<file path="config.mk">
export PLATFORM = sky130hd
export DESIGN_NAME = pipeline_hazard_ctrl
export DESIGN_NICKNAME = d
export VERILOG_FILES = /design/src/rtl/pipeline_hazard_ctrl_pkg.sv /design/src/rtl/pipeline_hazard_ctrl_fwd_unit.sv /design/src/rtl/pipeline_hazard_ctrl.sv
export SDC_FILE = /design/constraint.sdc
export NUM_CORES = 1
export LEC_CHECK = 0
export ABC_AREA = 0
export BUFFER_PORTS_ARGS = -buffer_cell sky130_fd_sc_hd__buf_2
export CORE_UTILIZATION = 54
export CTS_BUF_LIST = sky130_fd_sc_hd__clkbuf_4 sky130_fd_sc_hd__clkbuf_8
export DETAILED_ROUTE_END_ITERATION = 8
export PLACE_DENSITY = 0.8
export SETUP_SLACK_MARGIN = 0.4
export SKIP_LAST_GASP = 1
export SLEW_MARGIN = 20
export SYNTH_ARGS = -nofsm -noshare
export SYNTH_HDL_FRONTEND = slang
export SYNTH_HIERARCHICAL = 1
export SYNTH_SLANG_ARGS = --single-unit
</file>
<file path="constraint.sdc">
create_clock -name clk -period 4.1 [get_ports clk]
set_input_delay 1.23 -clock clk [delete_from_list [all_inputs] [get_ports clk]]
set_output_delay 1.23 -clock clk [all_outputs]
set_load 0.01 [all_outputs]
</file>
<file path="src/rtl/pipeline_hazard_ctrl_pkg.sv">
`default_nettype none
// ============================================================================
// Module   : pipeline_hazard_ctrl_pkg
// Purpose  : Shared types and constants for the pipeline hazard controller:
//            FSM state encoding and EX-stage forwarding select codes.
// Revision : 1.0 - initial release
// ============================================================================
package pipeline_hazard_ctrl_pkg;

  typedef enum logic [1:0] {
    ST_RUN      = 2'd0,
    ST_LU_STALL = 2'd1,
    ST_MEM_WAIT = 2'd2
  } hz_state_t;

  // Forwarding selects for the EX-stage ALU operand muxes.
  localparam logic [1:0] FWD_RF  = 2'b00;
  localparam logic [1:0] FWD_MEM = 2'b10;
  localparam logic [1:0] FWD_WB  = 2'b01;

endpackage
`default_nettype wire

</file>
<file path="src/rtl/pipeline_hazard_ctrl_fwd_unit.sv">
`default_nettype none
// ============================================================================
// Module   : fwd_unit
// Purpose  : Combinational forwarding select for one EX-stage source operand.
//            The younger producer (MEM) wins over the older one (WB); x0 never
//            forwards.
// Ports    : rs_EX        in  5  source register of the EX instruction
//            rd_MEM       in  5  MEM-stage destination
//            RegWrite_MEM in  1  MEM-stage write enable
//            rd_WB        in  5  WB-stage destination
//            RegWrite_WB  in  1  WB-stage write enable
//            fwd_sel      out 2  FWD_RF / FWD_MEM / FWD_WB
// Revision : 1.0 - initial release
// ============================================================================
module fwd_unit
  import pipeline_hazard_ctrl_pkg::*;
(
  input  logic [4:0] rs_EX,
  input  logic [4:0] rd_MEM,
  input  logic       RegWrite_MEM,
  input  logic [4:0] rd_WB,
  input  logic       RegWrite_WB,
  output logic [1:0] fwd_sel
);

  always_comb begin
    fwd_sel = FWD_RF;
    if (RegWrite_MEM && (rd_MEM != 5'd0) && (rd_MEM == rs_EX)) begin
      fwd_sel = FWD_MEM;
    end else if (RegWrite_WB && (rd_WB != 5'd0) && (rd_WB == rs_EX)) begin
      fwd_sel = FWD_WB;
    end
  end

endmodule
`default_nettype wire

</file>
<file path="src/rtl/pipeline_hazard_ctrl.sv">
`default_nettype none
// ============================================================================
// Module   : pipeline_hazard_ctrl
// Purpose  : Hazard/sequencing controller for a 5-stage pipeline. Drives the
//            PC and pipeline-register enables and flushes, detects load-use
//            hazards, EX redirects and data-memory waits, selects EX-stage
//            forwarding and keeps stall/flush statistics.
// Params   : LOAD_BUBBLES 1..3  bubbles per load-use hazard
//            MEM_TIMEOUT        wait cycles before forced release, 0 = never
// Ports    : clk, rst (async, active-low)
//            rs1_ID/rs2_ID, rs1_used/rs2_used       ID-stage sources
//            rd_EX, RegWrite_EX, DatatoReg_EX       EX-stage destination/load
//            rs1_EX/rs2_EX                          EX-stage sources
//            rd_MEM/RegWrite_MEM, rd_WB/RegWrite_WB later-stage writers
//            branch_taken_EX                        EX redirect
//            mem_req_MEM, mem_ack                   data-memory handshake
//            PC_EN, IF_ID_EN, ID_EX_EN, EX_MEM_EN, MEM_WB_EN  stage enables
//            IF_ID_flush, ID_EX_flush               nop insertion
//            ForwardA/ForwardB                      operand forwarding selects
//            mem_err                                sticky wait timeout flag
//            stall_cnt/flush_cnt                    wrapping statistics
// Revision : 1.0 - initial release
// ============================================================================
module pipeline_hazard_ctrl
  import pipeline_hazard_ctrl_pkg::*;
#(
  parameter int LOAD_BUBBLES = 1,
  parameter int MEM_TIMEOUT  = 255
) (
  input  logic        clk,
  input  logic        rst,
  input  logic [4:0]  rs1_ID,
  input  logic [4:0]  rs2_ID,
  input  logic        rs1_used,
  input  logic        rs2_used,
  input  logic [4:0]  rd_EX,
  input  logic        RegWrite_EX,
  input  logic        DatatoReg_EX,
  input  logic [4:0]  rs1_EX,
  input  logic [4:0]  rs2_EX,
  input  logic [4:0]  rd_MEM,
  input  logic        RegWrite_MEM,
  input  logic [4:0]  rd_WB,
  input  logic        RegWrite_WB,
  input  logic        branch_taken_EX,
  input  logic        mem_req_MEM,
  input  logic        mem_ack,
  output logic        PC_EN,
  output logic        IF_ID_EN,
  output logic        ID_EX_EN,
  output logic        EX_MEM_EN,
  output logic        MEM_WB_EN,
  output logic        IF_ID_flush,
  output logic        ID_EX_flush,
  output logic [1:0]  ForwardA,
  output logic [1:0]  ForwardB,
  output logic        mem_err,
  output logic [31:0] stall_cnt,
  output logic [31:0] flush_cnt
);

  // Wait counter holds 0..MEM_TIMEOUT-1 completed wait cycles.
  localparam int             TO_W     = (MEM_TIMEOUT > 1) ? $clog2(MEM_TIMEOUT) : 1;
  localparam logic [TO_W-1:0] TO_LAST = TO_W'((MEM_TIMEOUT > 0) ? MEM_TIMEOUT - 1 : 0);
  // Remaining bubbles after the one issued in the detection cycle.
  localparam logic [1:0]     BUB_INIT = 2'(LOAD_BUBBLES - 1);

  hz_state_t       state, next_state;
  logic [1:0]      bubble_cnt, bubble_nxt;
  logic [TO_W-1:0] wait_cnt, wait_nxt;
  logic            mem_wait, load_use, timeout_hit, err_set, redirect;

  assign mem_wait    = mem_req_MEM & ~mem_ack;
  assign load_use    = DatatoReg_EX & RegWrite_EX & (rd_EX != 5'd0) &
                       ((rs1_used & (rs1_ID == rd_EX)) | (rs2_used & (rs2_ID == rd_EX)));
  assign timeout_hit = (MEM_TIMEOUT != 0) && (wait_cnt == TO_LAST);

  always_comb begin
    PC_EN       = 1'b1;
    IF_ID_EN    = 1'b1;
    ID_EX_EN    = 1'b1;
    EX_MEM_EN   = 1'b1;
    MEM_WB_EN   = 1'b1;
    IF_ID_flush = 1'b0;
    ID_EX_flush = 1'b0;
    next_state  = state;
    bubble_nxt  = bubble_cnt;
    wait_nxt    = '0;
    err_set     = 1'b0;
    redirect    = 1'b0;

    if (mem_wait) begin
      if (timeout_hit) begin
        // Forced release: pipeline runs, any pending bubbles are dropped.
        err_set    = 1'b1;
        next_state = ST_RUN;
        bubble_nxt = '0;
      end else begin
        PC_EN      = 1'b0;
        IF_ID_EN   = 1'b0;
        ID_EX_EN   = 1'b0;
        EX_MEM_EN  = 1'b0;
        MEM_WB_EN  = 1'b0;
        next_state = ST_MEM_WAIT;
        if (MEM_TIMEOUT != 0) begin
          wait_nxt = wait_cnt + TO_W'(1);
        end
      end
    end else begin
      case (state)
        ST_MEM_WAIT: begin
          // Ack cycle: everything advances; a frozen load-use stall resumes.
          next_state = (bubble_cnt != 2'd0) ? ST_LU_STALL : ST_RUN;
        end
        ST_LU_STALL: begin
          if (branch_taken_EX) begin
            IF_ID_flush = 1'b1;
            ID_EX_flush = 1'b1;
            redirect    = 1'b1;
            bubble_nxt  = '0;
            next_state  = ST_RUN;
          end else begin
            PC_EN       = 1'b0;
            IF_ID_EN    = 1'b0;
            ID_EX_flush = 1'b1;
            bubble_nxt  = bubble_cnt - 2'd1;
            if (bubble_cnt == 2'd1) begin
              next_state = ST_RUN;
            end
          end
        end
        default: begin
          if (branch_taken_EX) begin
            IF_ID_flush = 1'b1;
            ID_EX_flush = 1'b1;
            redirect    = 1'b1;
          end else if (load_use) begin
            PC_EN       = 1'b0;
            IF_ID_EN    = 1'b0;
            ID_EX_flush = 1'b1;
            if (LOAD_BUBBLES > 1) begin
              bubble_nxt = BUB_INIT;
              next_state = ST_LU_STALL;
            end
          end
        end
      endcase
    end
  end

  always_ff @(posedge clk or negedge rst) begin
    if (!rst) begin
      state      <= ST_RUN;
      bubble_cnt <= '0;
      wait_cnt   <= '0;
      mem_err    <= 1'b0;
      stall_cnt  <= '0;
      flush_cnt  <= '0;
    end else begin
      state      <= next_state;
      bubble_cnt <= bubble_nxt;
      wait_cnt   <= wait_nxt;
      if (err_set) begin
        mem_err <= 1'b1;
      end
      if (!PC_EN) begin
        stall_cnt <= stall_cnt + 32'd1;
      end
      if (redirect) begin
        flush_cnt <= flush_cnt + 32'd1;
      end
    end
  end

  fwd_unit u_fwd_a (
    .rs_EX        (rs1_EX),
    .rd_MEM       (rd_MEM),
    .RegWrite_MEM (RegWrite_MEM),
    .rd_WB        (rd_WB),
    .RegWrite_WB  (RegWrite_WB),
    .fwd_sel      (ForwardA)
  );

  fwd_unit u_fwd_b (
    .rs_EX        (rs2_EX),
    .rd_MEM       (rd_MEM),
    .RegWrite_MEM (RegWrite_MEM),
    .rd_WB        (rd_WB),
    .RegWrite_WB  (RegWrite_WB),
    .fwd_sel      (ForwardB)
  );

endmodule
`default_nettype wire

</file>
==> results.sh <==
export IMPL_cpLargestDelayFamily="simple AND/OR/NAND/NOR gates"
export IMPL_drive_above_1_share=0.3227
export IMPL_initial_core_util=0.5634
export IMPL_fmax_mhz=266.5
export IMPL_start_kind="input pin"
export IMPL_tightest_slew_ns=0.9576
export IMPL_yosysWarningCount=6
export IMPL_maxCapViolations=0
export IMPL_slew_violations=0
export IMPL_drc=0
export IMPL_pin_count=122
export IMPL_fin_skew_ns=0.01194
export IMPL_path_cells="buf_8 -> or4_4 -> o211ai_4 -> buf_6 -> nand2b_4 -> a21oi_2 -> buf_2"
export IMPL_synth_edf_count=0
export IMPL_fin_nets=582
export IMPL_diodes=0
export IMPL_yosys_cell_count_top_type="dfrtp_1"
export IMPL_die_area_um2=8002
export IMPL_leakagePower_uw=0.002480
export IMPL_period_needed_ns=3.752
export IMPL_synth_top_area_frac=0.4665
export IMPL_route_detailed_wl_per_inst_um=14.49
export IMPL_drt_initial_drc_count=145
export IMPL_rsz0062_at_grt="yes"
export IMPL_synth_seq_cells=77
export IMPL_vdd_ir_drop_max_mv=0.3530
export IMPL_numCtsBuffers=9
export IMPL_clkLatencyLatePin_ns=0.34
export IMPL_first_global_vias=3189
export IMPL_setup_viol=0
export IMPL_h_tree_depth=3
export IMPL_syn_instance_count=395
export IMPL_critPathMaxFanout=3
export IMPL_avgSynthCellArea_um2=10.46
export IMPL_area_growth_pct=24.08
export IMPL_ant_nets=0
export IMPL_gp_congestion=0.8367
export IMPL_vias_per_cell=5.402
export IMPL_clkTransAtPathRegs_ns=0.09
export IMPL_dp_hpwl_um=6594
export IMPL_crit_slowest_cell="or4_4"
export IMPL_pre_cts_ws_ns=0.2782
export IMPL_ys_types=47
export IMPL_grt_pass1_wl_um=14480
export IMPL_rows=31
export IMPL_cts_buffer_depth=2
export IMPL_vias=3414
export IMPL_setup_tns_final_ns=0
export IMPL_maxSlewHeadroom=0.3616
export IMPL_cellPowerDensity_nw_per_um2=388.3
export IMPL_crit_buf_inv=3
export IMPL_die_y_um=89.46
export IMPL_syn_nets=449
export IMPL_grt_usage=0.2360
export IMPL_cts_tree="built"
export IMPL_antenna_found_initial=0
export IMPL_outcome="complete, no violations"
export IMPL_cts_sinks=77
export IMPL_io_buffer_count=121
export IMPL_finalHoldViolCount=0
export IMPL_fp_coreArea_um2=7331
export IMPL_drt_total_wl_um=9158
export IMPL_synth_seq_area_share=0.4665
export IMPL_synthFlopType="dfrtp_1"
export IMPL_async_reset_ff_frac=1.000
export IMPL_dr_pass1_iters=4
export IMPL_synth_cell_area_um2=4130
export IMPL_dieWidth_um=89.46
export IMPL_cp_required_ns=2.87
export IMPL_root_buffer="clkbuf_8"
export IMPL_timing_final_crit_share=0.9152
export IMPL_criticalPathCategory="input pin to output pin"
export IMPL_synthTopCellsByCount="77 x dfrtp_1, 66 x xnor2_1, 36 x nand3_1"
export IMPL_grt_max_degree=78
export IMPL_end_kind="output pin"
export IMPL_synth_top_area_cell="dfrtp_1"
export IMPL_dpl_cell_area_um2=4825
export IMPL_ys_top_cells_by_area="dfrtp_1 47%, xnor2_1 14%, xor2_1 5.9%"
export IMPL_grt_ovfl_total=0
export IMPL_crit_arrival_ns=2.52
export IMPL_critical_path_max_stage_delay_ns=0.53
export IMPL_hp_class="register to register"
export IMPL_timing_final_ws_setup_ns=0.3477
export IMPL_fin_area_um2=5125
[layout by cell type (no fill, tap or decap), types with 7 or more instances in the layout]
cell type,n
nor3_1,13
nand2_1,33
buf_4,7
dfrtp_1,77
xnor2_1,64
o21ai_0,8
xor2_1,28
buf_2,118
clkbuf_8,11
ha_1,8
and3_1,11
inv_1,7
nand4_1,20
nor2_1,26
nand3_1,36
[flip-flops by register name (all words and copies together), names as in the netlist]
| name | count |
|---|---|
| state | 2 |
| bubble_cnt | 2 |
| wait_cnt | 8 |
| mem_err | 1 |
| stall_cnt | 32 |
| flush_cnt | 32 |
[per-stage QoR]
| step | hold slack (ns) | util | total power (uW) | instances |
|---|---|---|---|---|
| finish | 0.4663 | 0.6991 | 1990 | 632 |
| CTS | 0.4750 | 0.6899 | 1991 | 628 |
| global route | 0.4957 | 0.6991 | 2108 | 632 |
| floorplan | 0.4498 | - | 1247 | 395 |
| global placement | 0.4538 | 0.6581 | 1424 | 609 |
| detailed placement | 0.4598 | 0.6581 | 1445 | 609 |
[final timing paths]
check | from | endpoint | slack, ns | cells past startpoint
setup / recovery | rd_EX[2] | ID_EX_flush | 0.35 | 7
hold / removal | flush_cnt[31] | flush_cnt[31] | 0.47 | 1
setup reg to reg | state[0] | stall_cnt[7] | 1.84 | 8
hold reg to reg | flush_cnt[31] | flush_cnt[31] | 0.47 | 1
max in group asynchronous | rst | stall_cnt[12] | 2.45 | 1
min in group asynchronous | rst | stall_cnt[1] | 1.01 | 1
[worst register-to-register path, stage by stage, from the launching register on]
cell	delay (ns)
dfrtp_1	0.35
inv_1	0.05
ha_1	0.33
a211oi_1	0.18
nor2_1	0.10
or3_1	0.43
a21bo_1	0.39
o21ai_0	0.18
xnor2_1	0.15
[layout make-up]
type / count / area, um^2
Clock inverter: 5 / 35.03
Timing Repair Buffer: 129 / 695.7
Fill cell: 563 / 2206
Tap cell: 99 / 123.9
Multi-Input combinational cell: 304 / 2166
Clock buffer: 11 / 151.4
Inverter: 7 / 26.28
Sequential cell: 77 / 1927
[logic make-up (layout without fill, tap and decap cells)]
family	Yosys count	after routing	synth area share
buffers and inverters	14	152	0.01727
AOI/OAI and AO/OA	23	23	0.05513
muxes	2	2	0.005453
xor gates and xnor gates	94	94	0.1993
and+or+nand+nor	177	177	0.2321
adders and majority gates	8	8	0.02424
DFF	77	77	0.4665
[report_power, final]
group	switching, uW	internal, uW
clock network	292	253
registers	95.0	844
logic	278	228
total	665	1330
[timing repair]
action	CTS	global route
endpoints found under the hold margin	0	0
endpoints found under the setup margin	3	3
buffers inserted	3	4
hold buffers	0	0
pin swaps	4	7
resized for setup	7	7
[per-layer routing]
layer  GRT usage  up-vias  part of all wire
met1      0.3031     1645              0.44
met4     0.09668        0             0.026
met5           0        -                 0
li1            -     1641                 -
met2      0.3969      106              0.49
met3     0.03878       22             0.041
Power figures use the tool's default switching activity.
